### src/rtl/blink_pkg.sv
// Shared types for the blink generator: LED channel modes and per-channel FSM states.
package blink_pkg;

    typedef enum logic [1:0] {
        OFF   = 2'd0,
        ON    = 2'd1,
        BLINK = 2'd2,
        BURST = 2'd3
    } mode_e;

    typedef enum logic {
        IDLE = 1'b0,
        RUN  = 1'b1
    } state_e;

endpackage

### src/rtl/blink_gen_if.sv
// Configuration-write and LED status bundle between a controller and blink_gen.
interface blink_gen_if
    import blink_pkg::*;
#(
    parameter int NB_CH   = 4,
    parameter int CPT_W   = 26,
    parameter int BURST_W = 8
);
    localparam int CH_W = (NB_CH > 1) ? $clog2(NB_CH) : 1;

    logic               cfg_we;
    logic [CH_W-1:0]    cfg_ch;
    mode_e              cfg_mode;
    logic [CPT_W-1:0]   cfg_half;
    logic [BURST_W-1:0] cfg_burst;
    logic [NB_CH-1:0]   led_o;
    logic [NB_CH-1:0]   tick_o;
    logic [NB_CH-1:0]   done_o;
    logic [NB_CH-1:0]   busy_o;

    modport master (
        output cfg_we, cfg_ch, cfg_mode, cfg_half, cfg_burst,
        input  led_o, tick_o, done_o, busy_o
    );

    modport slave (
        input  cfg_we, cfg_ch, cfg_mode, cfg_half, cfg_burst,
        output led_o, tick_o, done_o, busy_o
    );

endinterface

### src/rtl/blink_ch.sv
// One LED channel: half-period counter, burst toggle count, IDLE/RUN FSM, registered outputs.
module blink_ch
    import blink_pkg::*;
#(
    parameter int CPT_W    = 26,
    parameter int DEF_HALF = 25_000_000,
    parameter int BURST_W  = 8
) (
    input  logic               CLK,
    input  logic               RST,
    input  logic               i_we,
    input  mode_e              i_mode,
    input  logic [CPT_W-1:0]   i_half,
    input  logic [BURST_W-1:0] i_burst,
    output logic               o_led,
    output logic               o_tick,
    output logic               o_done,
    output logic               o_busy
);
    localparam int TOG_W = BURST_W + 1;

    state_e             r_state, w_state_nxt;
    mode_e              r_mode,  w_mode_nxt;
    logic [CPT_W-1:0]   r_half,  w_half_nxt;
    logic [BURST_W-1:0] r_burst, w_burst_nxt;
    logic [CPT_W-1:0]   r_cnt,   w_cnt_nxt;
    logic [TOG_W-1:0]   r_tog,   w_tog_nxt;
    logic               r_led,   w_led_nxt;
    logic               r_tick,  w_tick_nxt;
    logic               r_done,  w_done_nxt;

    logic               w_term;
    logic [TOG_W-1:0]   w_tog_inc;
    logic [TOG_W-1:0]   w_tog_target;

    assign w_term       = (r_cnt == r_half - CPT_W'(1));
    assign w_tog_inc    = r_tog + TOG_W'(1);
    assign w_tog_target = {r_burst, 1'b0};

    always_comb begin
        // NOTE: every next-state signal gets a default first so no path leaves it unassigned (no latch).
        w_state_nxt = r_state;
        w_mode_nxt  = r_mode;
        w_half_nxt  = r_half;
        w_burst_nxt = r_burst;
        w_cnt_nxt   = r_cnt;
        w_tog_nxt   = r_tog;
        w_led_nxt   = r_led;
        w_tick_nxt  = 1'b0;
        w_done_nxt  = 1'b0;

        // A write always wins over a terminal count or burst completion in the same cycle.
        if (i_we) begin
            w_mode_nxt  = i_mode;
            w_half_nxt  = (i_half == '0) ? CPT_W'(1) : i_half;
            w_burst_nxt = i_burst;
            w_cnt_nxt   = '0;
            w_tog_nxt   = '0;
            case (i_mode)
                OFF: begin
                    w_led_nxt   = 1'b0;
                    w_state_nxt = IDLE;
                end
                ON: begin
                    w_led_nxt   = 1'b1;
                    w_state_nxt = IDLE;
                end
                default: begin
                    w_led_nxt   = 1'b0;
                    w_state_nxt = RUN;
                end
            endcase
        end else if (r_state == RUN) begin
            if (r_mode == BURST && r_burst == '0) begin
                w_done_nxt  = 1'b1;
                w_mode_nxt  = OFF;
                w_state_nxt = IDLE;
            end else if (w_term) begin
                w_cnt_nxt  = '0;
                w_led_nxt  = ~r_led;
                w_tick_nxt = 1'b1;
                if (r_mode == BURST) begin
                    w_tog_nxt = w_tog_inc;
                    if (w_tog_inc == w_tog_target) begin
                        w_done_nxt  = 1'b1;
                        w_mode_nxt  = OFF;
                        w_state_nxt = IDLE;
                    end
                end
            end else begin
                w_cnt_nxt = r_cnt + CPT_W'(1);
            end
        end
    end

    always_ff @(posedge CLK or posedge RST) begin
        if (RST) begin
            r_state <= IDLE;
            r_mode  <= OFF;
            r_half  <= CPT_W'(DEF_HALF);
            r_burst <= '0;
            r_cnt   <= '0;
            r_tog   <= '0;
            r_led   <= 1'b0;
            r_tick  <= 1'b0;
            r_done  <= 1'b0;
        end else begin
            // NOTE: non-blocking so every register samples the pre-edge values from always_comb.
            r_state <= w_state_nxt;
            r_mode  <= w_mode_nxt;
            r_half  <= w_half_nxt;
            r_burst <= w_burst_nxt;
            r_cnt   <= w_cnt_nxt;
            r_tog   <= w_tog_nxt;
            r_led   <= w_led_nxt;
            r_tick  <= w_tick_nxt;
            r_done  <= w_done_nxt;
        end
    end

    assign o_led  = r_led;
    assign o_tick = r_tick;
    assign o_done = r_done;
    assign o_busy = (r_state == RUN);

endmodule

### src/rtl/blink_gen.sv
// Multi-channel LED blink generator: decodes configuration writes onto NB_CH blink_ch instances.
module blink_gen
    import blink_pkg::*;
#(
    parameter int NB_CH    = 4,
    parameter int CPT_W    = 26,
    parameter int DEF_HALF = 25_000_000,
    parameter int BURST_W  = 8
) (
    input  logic       CLK,
    input  logic       RST,
    blink_gen_if.slave bus
);
    logic [NB_CH-1:0] w_we;
    logic [NB_CH-1:0] w_led;
    logic [NB_CH-1:0] w_tick;
    logic [NB_CH-1:0] w_done;
    logic [NB_CH-1:0] w_busy;

    for (genvar i = 0; i < NB_CH; i++) begin : g_ch
        // Only existing channel indices can match, so out-of-range writes fall through.
        assign w_we[i] = bus.cfg_we && (32'(bus.cfg_ch) == i);

        blink_ch #(
            .CPT_W    (CPT_W),
            .DEF_HALF (DEF_HALF),
            .BURST_W  (BURST_W)
        ) u_ch (
            .CLK     (CLK),
            .RST     (RST),
            .i_we    (w_we[i]),
            .i_mode  (bus.cfg_mode),
            .i_half  (bus.cfg_half),
            .i_burst (bus.cfg_burst),
            .o_led   (w_led[i]),
            .o_tick  (w_tick[i]),
            .o_done  (w_done[i]),
            .o_busy  (w_busy[i])
        );
    end

    assign bus.led_o  = w_led;
    assign bus.tick_o = w_tick;
    assign bus.done_o = w_done;
    assign bus.busy_o = w_busy;

endmodule

### src/flat_wrapper.sv
// flat-port wrapper written by rule: the top's interface ports become plain ports
module blink_gen_flat import blink_pkg::*;
#(
    parameter int NB_CH    = 4,
    parameter int CPT_W    = 26,
    parameter int DEF_HALF = 25_000_000,
    parameter int BURST_W  = 8
)
  (CLK, RST, bus_cfg_we, bus_cfg_ch, bus_cfg_mode, bus_cfg_half, bus_cfg_burst, bus_led_o, bus_tick_o, bus_done_o, bus_busy_o);
  blink_gen_if #(.NB_CH(NB_CH), .CPT_W(CPT_W), .BURST_W(BURST_W)) bus_i ();
  input  logic CLK;
  input  logic RST;
  input wire logic [$bits(bus_i.cfg_we)-1:0] bus_cfg_we;
  input wire logic [$bits(bus_i.cfg_ch)-1:0] bus_cfg_ch;
  input wire logic [$bits(bus_i.cfg_mode)-1:0] bus_cfg_mode;
  input wire logic [$bits(bus_i.cfg_half)-1:0] bus_cfg_half;
  input wire logic [$bits(bus_i.cfg_burst)-1:0] bus_cfg_burst;
  output wire logic [$bits(bus_i.led_o)-1:0] bus_led_o;
  output wire logic [$bits(bus_i.tick_o)-1:0] bus_tick_o;
  output wire logic [$bits(bus_i.done_o)-1:0] bus_done_o;
  output wire logic [$bits(bus_i.busy_o)-1:0] bus_busy_o;
  assign bus_i.cfg_we = bus_cfg_we;
  assign bus_i.cfg_ch = bus_cfg_ch;
  assign bus_i.cfg_mode = bus_cfg_mode;
  assign bus_i.cfg_half = bus_cfg_half;
  assign bus_i.cfg_burst = bus_cfg_burst;
  assign bus_led_o = bus_i.led_o;
  assign bus_tick_o = bus_i.tick_o;
  assign bus_done_o = bus_i.done_o;
  assign bus_busy_o = bus_i.busy_o;
  blink_gen #(.NB_CH(NB_CH), .CPT_W(CPT_W), .DEF_HALF(DEF_HALF), .BURST_W(BURST_W)) u_core (.CLK(CLK), .RST(RST), .bus(bus_i));
endmodule
### config.mk
export PLATFORM = sky130hd
export DESIGN_NAME = blink_gen_flat
export DESIGN_NICKNAME = d
export VERILOG_FILES = /design/src/rtl/blink_pkg.sv /design/src/rtl/blink_gen_if.sv /design/src/rtl/blink_ch.sv /design/src/rtl/blink_gen.sv /design/src/flat_wrapper.sv
export SDC_FILE = /design/constraint.sdc
export NUM_CORES = 1
export LEC_CHECK = 0
export CORE_AREA = 3 3 251 130
export DETAILED_ROUTE_END_ITERATION = 12
export DIE_AREA = 0 0 254 133
export PLACE_DENSITY = 0.77
export SETUP_SLACK_MARGIN = 0.02
export SLEW_MARGIN = 20
export SYNTH_ARGS = -nofsm -noshare
export SYNTH_HDL_FRONTEND = slang
export SYNTH_SLANG_ARGS = --single-unit
### constraint.sdc
create_clock -name CLK -period 13.16 [get_ports CLK]
set_input_delay 2.632 -clock CLK [delete_from_list [all_inputs] [get_ports CLK]]
set_output_delay 2.632 -clock CLK [all_outputs]
set_load 0.02 [all_outputs]
* Yosys cells after proc, flatten, opt, wreduce, memory -nomap -nowiden
Cells that the tools add are included.
Word-level totals: flip-flop bits (word level) 300, input bits 41, word-level logic and storage cells 271
Operators by class: add/sub/neg operators 12, eq/ne operators 20, mux-type cells 143, bitwise operators 4, reductions and logical operators 56
Operator list (number):
- two-way mux 26 bit | 17
- two-way mux 9 bit | 20
- adder 26 x 1 -> 26 bit (second input constant) | 4
- equality test 26 bit | 4
- subtractor 26 x 1 -> 26 bit (second input constant) | 4
- two-way mux 1 bit | 82
- two-way mux 2 bit | 24
- adder 9 x 1 -> 9 bit (second input constant) | 4
- equality test 9 bit | 4
- nonzero test 3 bit | 12
- zero test 8 bit | 4
- AND reduction 4 bit | 8
- zero test 26 bit | 1
- nonzero test 2 bit | 12
- equality test 2 bit (second input constant) | 6
- AND reduction 3 bit | 4
- logical AND 1 bit | 8
- inequality test 2 bit (second input constant) | 4
- AND reduction 2 bit | 4
- equality test 2 x 1 -> 1 bit (second input constant) | 2
- zero test 2 bit | 2
- NOT 1 bit | 4
- OR reduction 2 bit | 1

* Logic depth before layout (Yosys ltp)
Gate-level depths: netlist of the first run.
word-level depth 8, gate-level depth with buffers 14, depth with buffers taken out 10

* By module
Synthesis of the first run repeated with hierarchy kept, for this count alone.
Unflattened totals: cell total of the unflattened synthesis 2033, area, all modules 19341.0 µm²
Modules (own cells, without submodules):
- blink_ch at u_core.g_ch[0].u_ch ... | instances 3, cells an instance 512, area each 4868.4 µm², sequential area each 1891.8 µm²
- blink_ch at u_core.g_ch[3].u_ch | instances 1, cells an instance 493, area each 4698.3 µm², sequential area each 1891.8 µm²
- blink_gen | instances 1, cells an instance 4, area each 37.5 µm², sequential area each 0.0 µm²

* Worst setup path before layout of the first run
No wires, ideal clock.
path kind in2reg, from input port bus_cfg_we, to register u_core.g_ch[2].u_ch.r_cnt[11], arrival time 3.736 ns, required time 13.044 ns, path slack 9.308 ns, cell stages on the path 6, path buffers 1, cells stage by stage nand2_1 -> nor2_1 -> nor2_1 -> nand2_1 -> buf_2 -> o311ai_0
Between the ends: word-level cells in the longest chain between the ends 3, elaborated cells between the ends (all ways) 5, classes of those cells 1 x eq/ne; 1 x mux; 3 x reduce/logical
RTL lines:
- start, declared | RTL line flat_wrapper.sv:13 | input wire logic [$bits(bus_i.cfg_we)-1:0] bus_cfg_we;
- logical AND 1 bit (*) | RTL line blink_gen.sv:22 | assign w_we[i] = bus.cfg_we && (32'(bus.cfg_ch) == i);
- inequality test 2 bit (no source line) / nonzero test 2 bit (equally long branches)
- AND reduction 2 bit (no source line)
- end signal, assigned | RTL line blink_ch.sv:113 | r_cnt <= w_cnt_nxt;
- end, declared | RTL line blink_ch.sv:26 | logic [CPT_W-1:0] r_cnt, w_cnt_nxt;
Every way passes the cells marked *; elsewhere a longest branch is shown, timed or not. A chain may end at the register's enable or synchronous reset.

* Final worst setup path of the first run
from input port bus_cfg_ch[0], to register u_core.g_ch[1].u_ch.r_cnt[17]
Between the ends: word-level cells in the longest chain between the ends 4, elaborated cells between the ends (all ways) 6, classes of those cells 2 x eq/ne; 1 x mux; 3 x reduce/logical
RTL lines:
- start, declared | RTL line flat_wrapper.sv:14 | input wire logic [$bits(bus_i.cfg_ch)-1:0] bus_cfg_ch;
- equality test 2 x 1 -> 1 bit (*) | RTL line blink_gen.sv:22
- logical AND 1 bit (*) | RTL line blink_gen.sv:22
- inequality test 2 bit (no source line) / nonzero test 2 bit (equally long branches)
- AND reduction 2 bit (no source line)
- end signal, assigned | RTL line blink_ch.sv:113
- end, declared | RTL line blink_ch.sv:26
Marked as above.

==> key figures, run 1 <==
Cells and area
  – Register area: between 7000 and 8000 um2
  – Proportion of layout cells with a drive suffix above 1: about 7.4%
  – Layout Nets: 2354
  – Area grow syn2layout: 8.15%
  – Footprint of the multi-input gates: 10800 um2
  – Final std cells w/o fill: ~2700
  – Fill cells: roughly 2500
  – Utilization after layout: approximately two thirds
  – Diodes inserted: 0

CTS
  – Number of setup buffers added after CTS: 0
  – CTS root buf: clkbuf_16
  – Clock input transition at the sequential cells of the worst setup and hold paths: ~0.07 ns
  – Total CTS buffers: 27
  – H-Tree Depth: 1
  – Num Clock Sinks: 300
  – Post-CTS Resized: 0
  – CTS Buffer Depth: 3
  – Clk_lat worst skew: ~0.57 ns
  – CTS tree: done
  – Hold_buf cts: 0

Detailed routing
  – Via count: about 17000
  – Drt total wl: 52400 um
  – DRC errors left: 0
  – 1st-iter DRT viols: 1837
  – Routed wire length per instance: between 15 and 20 um
  – First-pass iteration count of the detailed router: 5
  – Final ANT Viol Nets: 0
  – Via/cell ratio: between 6 and 7

Worst setup path
  – Critical path launch point type: primary input
  – CP startpoint: bus_cfg_ch[0]
  – R2R Path End: u_core.g_ch[0].u_ch.r_cnt[17]
  – Data arrival, critical path: between 5 and 6 ns
  – Crit end category: register
  – WS Path Type: primary input to register
  – Flop2flop setup slack: just under 9 ns
  – R2R depth: 8
  – Crit path required time: approximately 14 ns
  – Worst R2R Start: u_core.g_ch[0].u_ch.r_half[7]
  – Worst-path fanout max: 50

STA
  – Fin. Hold Viols: 0
  – RSZ-0062 raised after global routing: no
  – Final Setup Violations: 0
  – Peak Freq: 191 MHz
  – Worst-Margin Slew: 1.01 ns
  – Minimum clock period: roughly 5.2 ns
  – Hold_ws: a little under 0.5 ns
  – Final Max Tran Viols: 0
  – Fin crit share: 39.7%
  – Relative slew slack: between 30% and 40%
  – Setup TNS: 0 ns
  – Final Skew: about 0.020 ns

Logic synthesis
  – Sequential share of the synthesized area: about two fifths
  – Synth Net Count: between 2000 and 2500
  – Most used DFF post-synth: dfrtp_1
  – Post-synth EDFFs: 0
  – Post-Syn Area: approximately 19000 um2
  – Synth area leaders: dfrtp_1 (33%), nand2_1 (11%), dfstp_2 (6.6%)
  – Synth top area share: 33.0%
  – Count leader, synth: nand2_1
  – Seq cells post-synth: 300
  – Ys Warns: 0
  – Synth cell count leaders: nand2_1 (574), dfrtp_1 (252), xnor2_1 (138)
  – Avg Cell Area, Syn: 8.21 um2
  – Post-synth top area cell: dfrtp_1
  – Syn Inst Count: about 2300
  – Synth cell types: between 90 and 100
  – Asr flop ratio synth: between 90% and 100%

Power
  – Share of total power in sequential cells: around 45%
  – Pwr/cell area: about 130 nW/um2
  – Switch share: about a third
  – P_sw: approximately 870 uW
  – Comb power frac: a little under a quarter
  – Clk network pwr share: between 30% and 40%
  – Leakage: ~8.5 nW
  – Peak supply drop: 0.0000931 V
  – Int Pwr: about 1.7 mW

GRT
  – Gr usage total: between 30% and 40%
  – Initial antenna violation count: 0
  – Pin count of the biggest net entering global routing: ~120
  – Total congestion overflow: 0
  – Vias in the first global route: between 15000 and 20000
  – Global-route wire length before repair: 84600 um

Placement
  – RePlAce Congestion: roughly 0.95
  – I/O Buffers: 56
  – HPWL after DPL: 36300 um
  – DP Cell Count: between 2000 and 3000

Floorplanning
  – CORE AREA: 30300 um2
  – Chip height: 133 um
  – Rows: 45
  – Starting density of the core: 63.1%
  – Ports: 57
  – Die Area: ~34000 um2
  – Die X: between 200 and 300 um

Hold path
  – Hold Path Stages: 2
  – Worst min-delay path endpoint: u_core.g_ch[2].u_ch.r_half[24]
  – Worst Hold Launch: u_core.g_ch[2].u_ch.r_half[24]
  – Worst min path class: register to register

Run status
  – Status: completed

Run
  – Max Cap Violations: 0
-- worst max path at each step --
| stage | cells after the start | slack (ns) | endpoint |
|---|---|---|---|
| 2_1_floorplan | 1 | 2.32 | u_core.g_ch[0].u_ch.o_busy |
| 3_3_place_gp | 6 | 7.50 | u_core.g_ch[1].u_ch.r_cnt[23] |
| 3_5_place_dp | 6 | 7.37 | u_core.g_ch[1].u_ch.r_cnt[17] |
| 4_1_cts | 6 | 7.94 | u_core.g_ch[1].u_ch.r_cnt[17] |
| 5_1_grt | 6 | 7.60 | u_core.g_ch[1].u_ch.r_cnt[17] |
| 6_report | 6 | 7.93 | u_core.g_ch[1].u_ch.r_cnt[17] |
-- worst max-delay path, cell delays in order --
cell	delay [ns]
clkdlybuf4s50_1	0.57
nand3b_1	0.16
buf_4	0.42
and3_1	0.70
nand2_1	0.62
o311ai_0	0.53
-- metrics by stage --
step / setup slack [ns] / power, mW / area, um2
final: 7.93 / 2.61 / 20700
after global routing: 7.60 / 2.75 / 20700
after CTS: 7.94 / 2.61 / 20700
after detailed placement: 7.37 / 1.80 / 19800
after global placement: 7.50 / 1.78 / 19800
after floorplan: 2.32 / 1.62 / 19100
-- per-layer routing --
| metal | GRT usage (%) | share of wire [%] | vias to the layer above |
|---|---|---|---|
| li1 | - | - | 8167 |
| met1 | 44.8 | 45 | 8354 |
| met2 | 47.8 | 44 | 587 |
| met3 | 6.44 | 8.3 | 85 |
| met4 | 7.02 | 2.3 | 2 |
| met5 | 2.00 | 0.18 | - |
-- registers in the layout, summed over array words and instances, names as in the netlist --
signal,cells
u_core.g_ch.u_ch.r_cnt,104
u_core.g_ch.u_ch.r_half,104
u_core.g_ch.u_ch.r_tog,36
u_core.g_ch.u_ch.r_burst,32
u_core.g_ch.u_ch.r_mode,8
u_core.g_ch.u_ch.o_busy,4
u_core.g_ch.u_ch.o_done,4
u_core.g_ch.u_ch.o_led,4
u_core.g_ch.u_ch.o_tick,4
-- area by class of cell --
| cell class | count | area share (%) |
|---|---|---|
| well taps | 399 | 2.41 |
| flip-flops and latches | 300 | 36.6 |
| inverters | 55 | 1.03 |
| multi-input cells | 1845 | 52.4 |
| clock buffers | 39 | 3.78 |
| clock inverters | 10 | 0.514 |
| repair buffers | 72 | 3.29 |
-- power groups by stage --
stage,Combinational [mW],Clock (mW),Sequential [mW]
5_1_grt,0.680,0.865,1.20
3_3_place_gp,0.588,0,1.19
2_1_floorplan,0.483,0,1.14
3_5_place_dp,0.604,0,1.19
4_1_cts,0.607,0.824,1.18
6_report,0.612,0.815,1.18
-- layout by cell type, fill, tap and decap left out, types with 8 or more instances in the layout --
cell type and count:
and2_1 14, o2111ai_1 8, nor3_1 67, inv_1 54, xnor2_1 138, o311ai_0 27
nor2b_1 29, or3_1 47, buf_4 16, o31a_1 9, nor3b_1 10, xor2_1 67
nor4_1 53, nand3b_1 9, nand2_1 574, a21oi_1 38, nand3_1 102, o31ai_1 10
dfrtp_1 252, and3_1 43, nor2_1 116, and4_1 12, or4_1 27, clkdlybuf4s50_1 56
o21ai_0 81, a22oi_1 8, dfstp_2 48, ha_1 12, nand4_1 70, mux2i_1 23
nand2b_1 30, or2_2 16, a31oi_1 48, clkbuf_16 27, o22ai_1 16, o211ai_1 19
-- kinds of logic after synthesis --
group           after synthesis  synth area share [%]
xor+xnor                    206                  9.51
compound gates              328                  11.7
fa+ha+maj                    12                 0.785
buf+inv                     184                  4.06
mux                          26                  1.38
flops                       300                  39.6
simple gates               1273                  33.0
Note: power is estimated with default switching activity, not from simulation.
==> run 2: changes to the inputs <==
Settings changed: CORE_AREA 3 3 251 130 to 3 3 264 136, DIE_AREA 0 0 254 133 to 0 0 267 139, PLACE_DENSITY 0.77 to 0.74.
Clock period 13.16 ns to 4.55 ns, I/O delays scaled along.
==> key figures, run 2 (same netlist as run 1, synthesis figures left out) <==
Placement
  – HPWL after DPL: 42500 um (was 36300 um)
  – Placed inst area: 20000 um2 (was 19800 um2)
  – I/O Buffers: 56 (unchanged)
  – RePlAce Congestion: 0.978 (was 0.945)

STA
  – Fin. Hold Viols: 0 (unchanged)
  – Worst-Margin Slew: 0.987 ns (was 1.01 ns)
  – Setup TNS: 0 ns (unchanged)
  – Fin crit share: a little under nine tenths
  – Final Setup Violations: 0 (unchanged)
  – Peak Freq: ~260 MHz
  – Final Max Tran Viols: 0 (unchanged)
  – Minimum clock period: roughly 3.9 ns
  – Relative slew slack: 33.3% (was 32.8%)
  – Final Skew: 0.0276 ns (was 0.0200 ns)
  – RSZ-0062 raised after global routing: no (unchanged)
  – Hold_ws: 0.481 ns (was 0.483 ns)

GRT
  – Global-route wire length before repair: 92600 um (was 84600 um)
  – Vias in the first global route: 16000 (was 15900)
  – Total congestion overflow: 0 (unchanged)
  – Gr usage total: 31.4% (was 31.0%)
  – Pin count of the biggest net entering global routing: 89 (was 118)
  – Initial antenna violation count: 0 (unchanged)

Worst setup path
  – Slowest stage delay, CP: 0.47 ns (was 0.70 ns)
  – Buf/Inv on CP: 3 (was 2)
  – Slowest-stage cell, CP: nor4_1 (was and3_1)
  – Crit path required time: 5.01 ns (was 13.59 ns)
  – Worst-path fanout max: 48 (was 50)
  – WS Path Type: register to register (was primary input to register)
  – Critical path launch point type: register (was primary input)
  – Critical-path cell list: inv_1 -> ha_1 -> nor4b_1 -> nand4_1 -> nor4_1 -> mux2i_1 -> nor4_1 -> o2111ai_2 -> buf_4 -> nand2_1 -> buf_4 -> o41ai_1 (was clkdlybuf4s50_1 -> nand3b_1 -> buf_4 -> and3_1 -> nand2_1 -> o311ai_0)
  – Flop2flop setup slack: 0.64 ns (was 8.82 ns)
  – Top cell family by delay on the critical path: simple AND/OR/NAND/NOR gates (unchanged)
  – Data arrival, critical path: 4.37 ns (was 5.66 ns)
  – Crit end category: register (unchanged)

Cells and area
  – Area grow syn2layout: 10.5% (was 8.15%)
  – Final Cell Area: 21100 um2 (was 20700 um2)
  – Diodes inserted: 0 (unchanged)
  – Layout Nets: 2377 (was 2354)
  – Proportion of layout cells with a drive suffix above 1: 8.52% (was 7.37%)
  – Fill cells: 2915 (was 2528)
  – Most common cell after layout, fill and taps aside: nand2_1 (unchanged)
  – Top flop regs: u_core.g_ch.u_ch.r_cnt (104), u_core.g_ch.u_ch.r_half (104), u_core.g_ch.u_ch.r_tog (36) (unchanged)
  – Most frequent cells in the layout: nand2_1 (574), dfrtp_1 (252), xnor2_1 (138) (unchanged)
  – Utilization after layout: 62.2% (was 68.3%)

Detailed routing
  – First-pass iteration count of the detailed router: 5 (unchanged)
  – Final ANT Viol Nets: 0 (unchanged)
  – DRC errors left: 0 (unchanged)
  – Routed wire length per instance: 21.1 um (was 19.3 um)
  – 1st-iter DRT viols: 2628 (was 1837)
  – Drt total wl: 59100 um (was 52400 um)
  – Via/cell ratio: 6.42 (was 6.32)
  – Via count: 18000 (was 17200)

Floorplanning
  – Die Area: 37100 um2 (was 33800 um2)
  – Rows: 48 (was 45)
  – Chip height: 139 um (was 133 um)
  – Starting density of the core: 56.3% (was 63.1%)
  – Ports: 57 (unchanged)
  – CORE AREA: 34000 um2 (was 30300 um2)
  – Die X: 267 um (was 254 um)

CTS
  – CTS Buffer Depth: 3 (unchanged)
  – Number of setup buffers added after CTS: 0 (unchanged)
  – Total CTS buffers: 29 (was 27)
  – CTS root buf: clkbuf_16 (unchanged)
  – Clock input transition at the sequential cells of the worst setup and hold paths: 0.07 ns (about the same)
  – Post-CTS Resized: 0 (unchanged)
  – Hold_buf cts: 0 (unchanged)
  – CTS tree: done (unchanged)
  – H-Tree Depth: 1 (unchanged)
  – Clk_lat worst skew: 0.59 ns (was 0.57 ns)
  – Num Clock Sinks: 300 (unchanged)

Power
  – Share of total power in sequential cells: 42.7% (was 45.4%)
  – Switch share: 33.4% (about the same)
  – Int Pwr: 5.41 mW (was 1.74 mW)
  – Clk network pwr share: 34.6% (was 31.2%)
  – Peak supply drop: 0.000311 V (was 0.0000931 V)
  – Pwr/cell area: 385 nW/um2 (was 126 nW/um2)
  – Comb power frac: 22.8% (was 23.4%)
  – Final Total Pwr: 8.13 mW (was 2.61 mW)
  – Leakage: 8.73 nW (was 8.52 nW)
  – P_sw: 2.72 mW (was 872 uW)

Hold path
  – Worst min path class: register to register (unchanged)

Run
  – Max Cap Violations: 0 (unchanged)

Run status
  – Status: completed (unchanged)
run 2: final cells by class:
type / instances / area, um2 / area share, %
clock buffers: 37 / 816 / 3.86
inverters: 55 / 210 / 0.995
repair buffers: 93 / 888 / 4.20
clock inverters: 17 / 275 / 1.30
well taps: 450 / 563 / 2.66
flip-flops and latches: 300 / 7570 / 35.8
multi-input cells: 1845 / 10800 / 51.2
run 2: layer usage:
layer	track usage (%)	share of wire, %	up-vias
met5	0	0	-
met4	6.34	2.2	0
met3	9.15	13	77
met2	39.5	38	954
met1	51.6	47	8719
li1	-	-	8216
run 2: tightest hold or removal path, stage by stage (launching register included):
cell and delay [ns]:
dfstp_2 0.38, nand2_1 0.05, nand2_1 0.05
run 2: final timing paths:
check,from,to,depth (start not counted)
hold reg to reg,u_core.g_ch[1].u_ch.r_half[24],u_core.g_ch[1].u_ch.r_half[24],2
hold / removal,u_core.g_ch[1].u_ch.r_half[24],u_core.g_ch[1].u_ch.r_half[24],2
max in group asynchronous,RST,u_core.g_ch[2].u_ch.r_cnt[12],3
setup / recovery,u_core.g_ch[3].u_ch.r_half[0],u_core.g_ch[3].u_ch.r_cnt[24],12
setup reg to reg,u_core.g_ch[3].u_ch.r_half[0],u_core.g_ch[3].u_ch.r_cnt[24],12
min in group asynchronous,RST,u_core.g_ch[0].u_ch.r_half[10],2
run 2: power by group through the flow:
stage	logic [mW]	registers, mW	clock network (mW)
floorplan	1.40	3.29	0
global placement	1.76	3.47	0
detailed placement	1.80	3.48	0
CTS	1.82	3.44	2.85
global route	2.04	3.50	2.96
finish	1.85	3.47	2.81
run 2: stage by stage:
stage	cells	setup WS [ns]
finish	2797	0.639
global route	2797	0.356
CTS	2797	0.724
detailed placement	2743	0.757
global placement	2743	0.934
floorplan	2329	-0.308
==> run 3: changes to the inputs <==
--- a/config.mk
+++ b/config.mk
@@ -7,6 +7,7 @@
 export LEC_CHECK = 0
-export CORE_AREA = 3 3 264 136
+export CORE_AREA = 3 3 247 128
 export DETAILED_ROUTE_END_ITERATION = 12
-export DIE_AREA = 0 0 267 139
-export PLACE_DENSITY = 0.74
+export DIE_AREA = 0 0 250 131
+export MAX_ROUTING_LAYER = met4
+export PLACE_DENSITY = 0.8
 export SETUP_SLACK_MARGIN = 0.02
==> constraint.sdc (replaced) <==
create_clock -name CLK -period 4.6 [get_ports CLK]
set_input_delay 0.92 -clock CLK [delete_from_list [all_inputs] [get_ports CLK]]
set_output_delay 0.92 -clock CLK [all_outputs]
set_load 0.05 [all_outputs]
==> key figures, run 3 (same netlist as run 1, synthesis figures left out) <==
Placement
  – I/O Buffers: 56 (unchanged)
  – RePlAce Congestion: 1.04 (was 0.978)
  – DP Cell Count: 2688 (was 2743)
  – DP Worst Slack: 0.688 ns (was 0.757 ns)
  – HPWL after DPL: 41600 um (was 42500 um)

STA
  – Fin crit share: 88.5% (was 85.9%)
  – Final Max Tran Viols: 0 (unchanged)
  – Fin. Hold Viols: 0 (unchanged)
  – Minimum clock period: 4.07 ns (was 3.91 ns)
  – Final Setup Violations: 0 (unchanged)
  – Peak Freq: 246 MHz (was 256 MHz)
  – Final Skew: 0.0176 ns (was 0.0276 ns)
  – PnR worst setup slack: 0.530 ns (was 0.639 ns)
  – RSZ-0062 raised after global routing: no (unchanged)
  – Relative slew slack: 28.1% (was 33.3%)
  – Worst-Margin Slew: 1.08 ns (was 0.987 ns)

Cells and area
  – Area grow syn2layout: 9.64% (was 10.5%)
  – Top flop regs: u_core.g_ch.u_ch.r_cnt (104), u_core.g_ch.u_ch.r_half (104), u_core.g_ch.u_ch.r_tog (36) (unchanged)
  – Layout Nets: 2372 (was 2377)
  – Most frequent cells in the layout: nand2_1 (574), dfrtp_1 (252), xnor2_1 (138) (unchanged)
  – Fill cells: 2361 (was 2915)
  – Proportion of layout cells with a drive suffix above 1: 8.29% (was 8.52%)
  – Register area: 7570 um2 (unchanged)
  – Most common cell after layout, fill and taps aside: nand2_1 (unchanged)
  – Final std cells w/o fill: 2741 (was 2797)
  – Footprint of the multi-input gates: 10800 um2 (about the same)

GRT
  – Pin count of the biggest net entering global routing: 88 (was 89)
  – Global-route wire length before repair: 92100 um (was 92600 um)
  – Initial antenna violation count: 1 (was 0)
  – Total congestion overflow: 0 (unchanged)
  – Gr usage total: 36.5% (was 31.4%)
  – Vias in the first global route: 16200 (was 16000)

Power
  – Peak supply drop: 0.000343 V (was 0.000311 V)
  – Pwr/cell area: 376 nW/um2 (was 385 nW/um2)
  – Leakage: 8.64 nW (was 8.73 nW)
  – Final Total Pwr: 7.88 mW (was 8.13 mW)

Detailed routing
  – DRC errors left: 0 (unchanged)
  – 1st-iter DRT viols: 2226 (was 2628)
  – Via/cell ratio: 6.59 (was 6.42)
  – Drt total wl: 58300 um (was 59100 um)
  – Via count: 18100 (was 18000)
  – Routed wire length per instance: 21.3 um (was 21.1 um)
  – Final ANT Viol Nets: 0 (unchanged)
  – First-pass iteration count of the detailed router: 8 (was 5)

CTS
  – Clock input transition at the sequential cells of the worst setup and hold paths: 0.08 ns (was 0.07 ns)
  – Post-CTS Resized: 0 (unchanged)
  – CTS tree: done (unchanged)
  – CTS root buf: clkbuf_16 (unchanged)
  – Num Clock Sinks: 300 (unchanged)
  – Hold_buf cts: 0 (unchanged)
  – Clk_lat worst skew: 0.58 ns (was 0.59 ns)
  – H-Tree Depth: 1 (unchanged)
  – Total CTS buffers: 28 (was 29)
  – CTS Buffer Depth: 3 (unchanged)
  – Number of setup buffers added after CTS: 0 (unchanged)

Floorplanning
  – Die X: 250 um (was 267 um)
  – Starting density of the core: 64.2% (was 56.3%)
  – Rows: 45 (was 48)
  – Chip height: 131 um (was 139 um)
  – CORE AREA: 29800 um2 (was 34000 um2)
  – Die Area: 32800 um2 (was 37100 um2)
  – Ports: 57 (unchanged)

Worst setup path
  – Critical path launch point type: register (unchanged)
  – Data arrival, critical path: 4.47 ns (was 4.37 ns)
  – Worst R2R Start: u_core.g_ch[2].u_ch.r_half[5] (was u_core.g_ch[3].u_ch.r_half[0])
  – WS Path Type: register to register (unchanged)
  – CP startpoint: u_core.g_ch[2].u_ch.r_half[5] (was u_core.g_ch[3].u_ch.r_half[0])
  – Crit end category: register (unchanged)
  – Crit path required time: 5.00 ns (was 5.01 ns)
  – Worst-path fanout max: 24 (was 48)

Run status
  – Status: completed (unchanged)

Hold path
  – Worst Hold Launch: u_core.g_ch[1].u_ch.r_half[24] (unchanged)
  – Worst min path class: register to register (unchanged)

Run
  – Max Cap Violations: 0 (unchanged)
## run 3: final timing paths
path	slack [ns]	end	cells after the start
setup reg to reg	0.53	u_core.g_ch[2].u_ch.r_cnt[24]	8
max in group asynchronous	3.10	u_core.g_ch[2].u_ch.r_burst[1]	3
hold / removal	0.48	u_core.g_ch[1].u_ch.r_half[24]	2
min in group asynchronous	0.65	u_core.g_ch[0].u_ch.r_half[10]	2
setup / recovery	0.53	u_core.g_ch[2].u_ch.r_cnt[24]	8
hold reg to reg	0.48	u_core.g_ch[1].u_ch.r_half[24]	2
## run 3: cell type report
cell class                 count  share of cell area, %
inverter                      55                   1.00
multi-input combinational   1845                   51.6
antenna                        1                 0.0119
clock buffer                  38                   3.91
clock inverter                14                   1.01
timing repair buffer          89                   3.97
tap                          399                   2.38
sequential                   300                   36.1
## run 3: per-stage QoR
stage          cell area [um2]  util, %  setup TNS [ns]  hold slack [ns]
3_3_place_gp             19900     66.9               0            0.464
5_1_grt                  21000     70.4               0            0.497
2_1_floorplan            19100        -          -67.50            0.450
3_5_place_dp             19900     66.9               0            0.471
4_1_cts                  21000     70.4               0            0.482
6_report                 21000     70.4               0            0.484
## run 3: per-layer routing
layer  vias up  track usage, %  share of wire [%]
met5         -               -                  0
met2      1047            48.2                 39
li1       8209               -                  -
met4         0            8.20                2.2
met1      8690            56.0                 46
met3       113            8.62                 13
## run 3: critical path, stage by stage (launching register included)
cell	delay, ns
dfrtp_1	0.47
or4_4	0.61
nor3_4	0.39
nand4_1	0.23
or4_4	0.59
a211oi_2	0.30
o2111ai_4	0.41
nand2_1	0.63
o311ai_0	0.25
## run 3: where the power goes
part           switching (mW)  internal, mW  total (mW)  leakage [nW]
Sequential              0.461          2.96        3.42          3.83
Combinational            1.10         0.740        1.84          4.33
Clock                    1.09          1.53        2.62         0.484
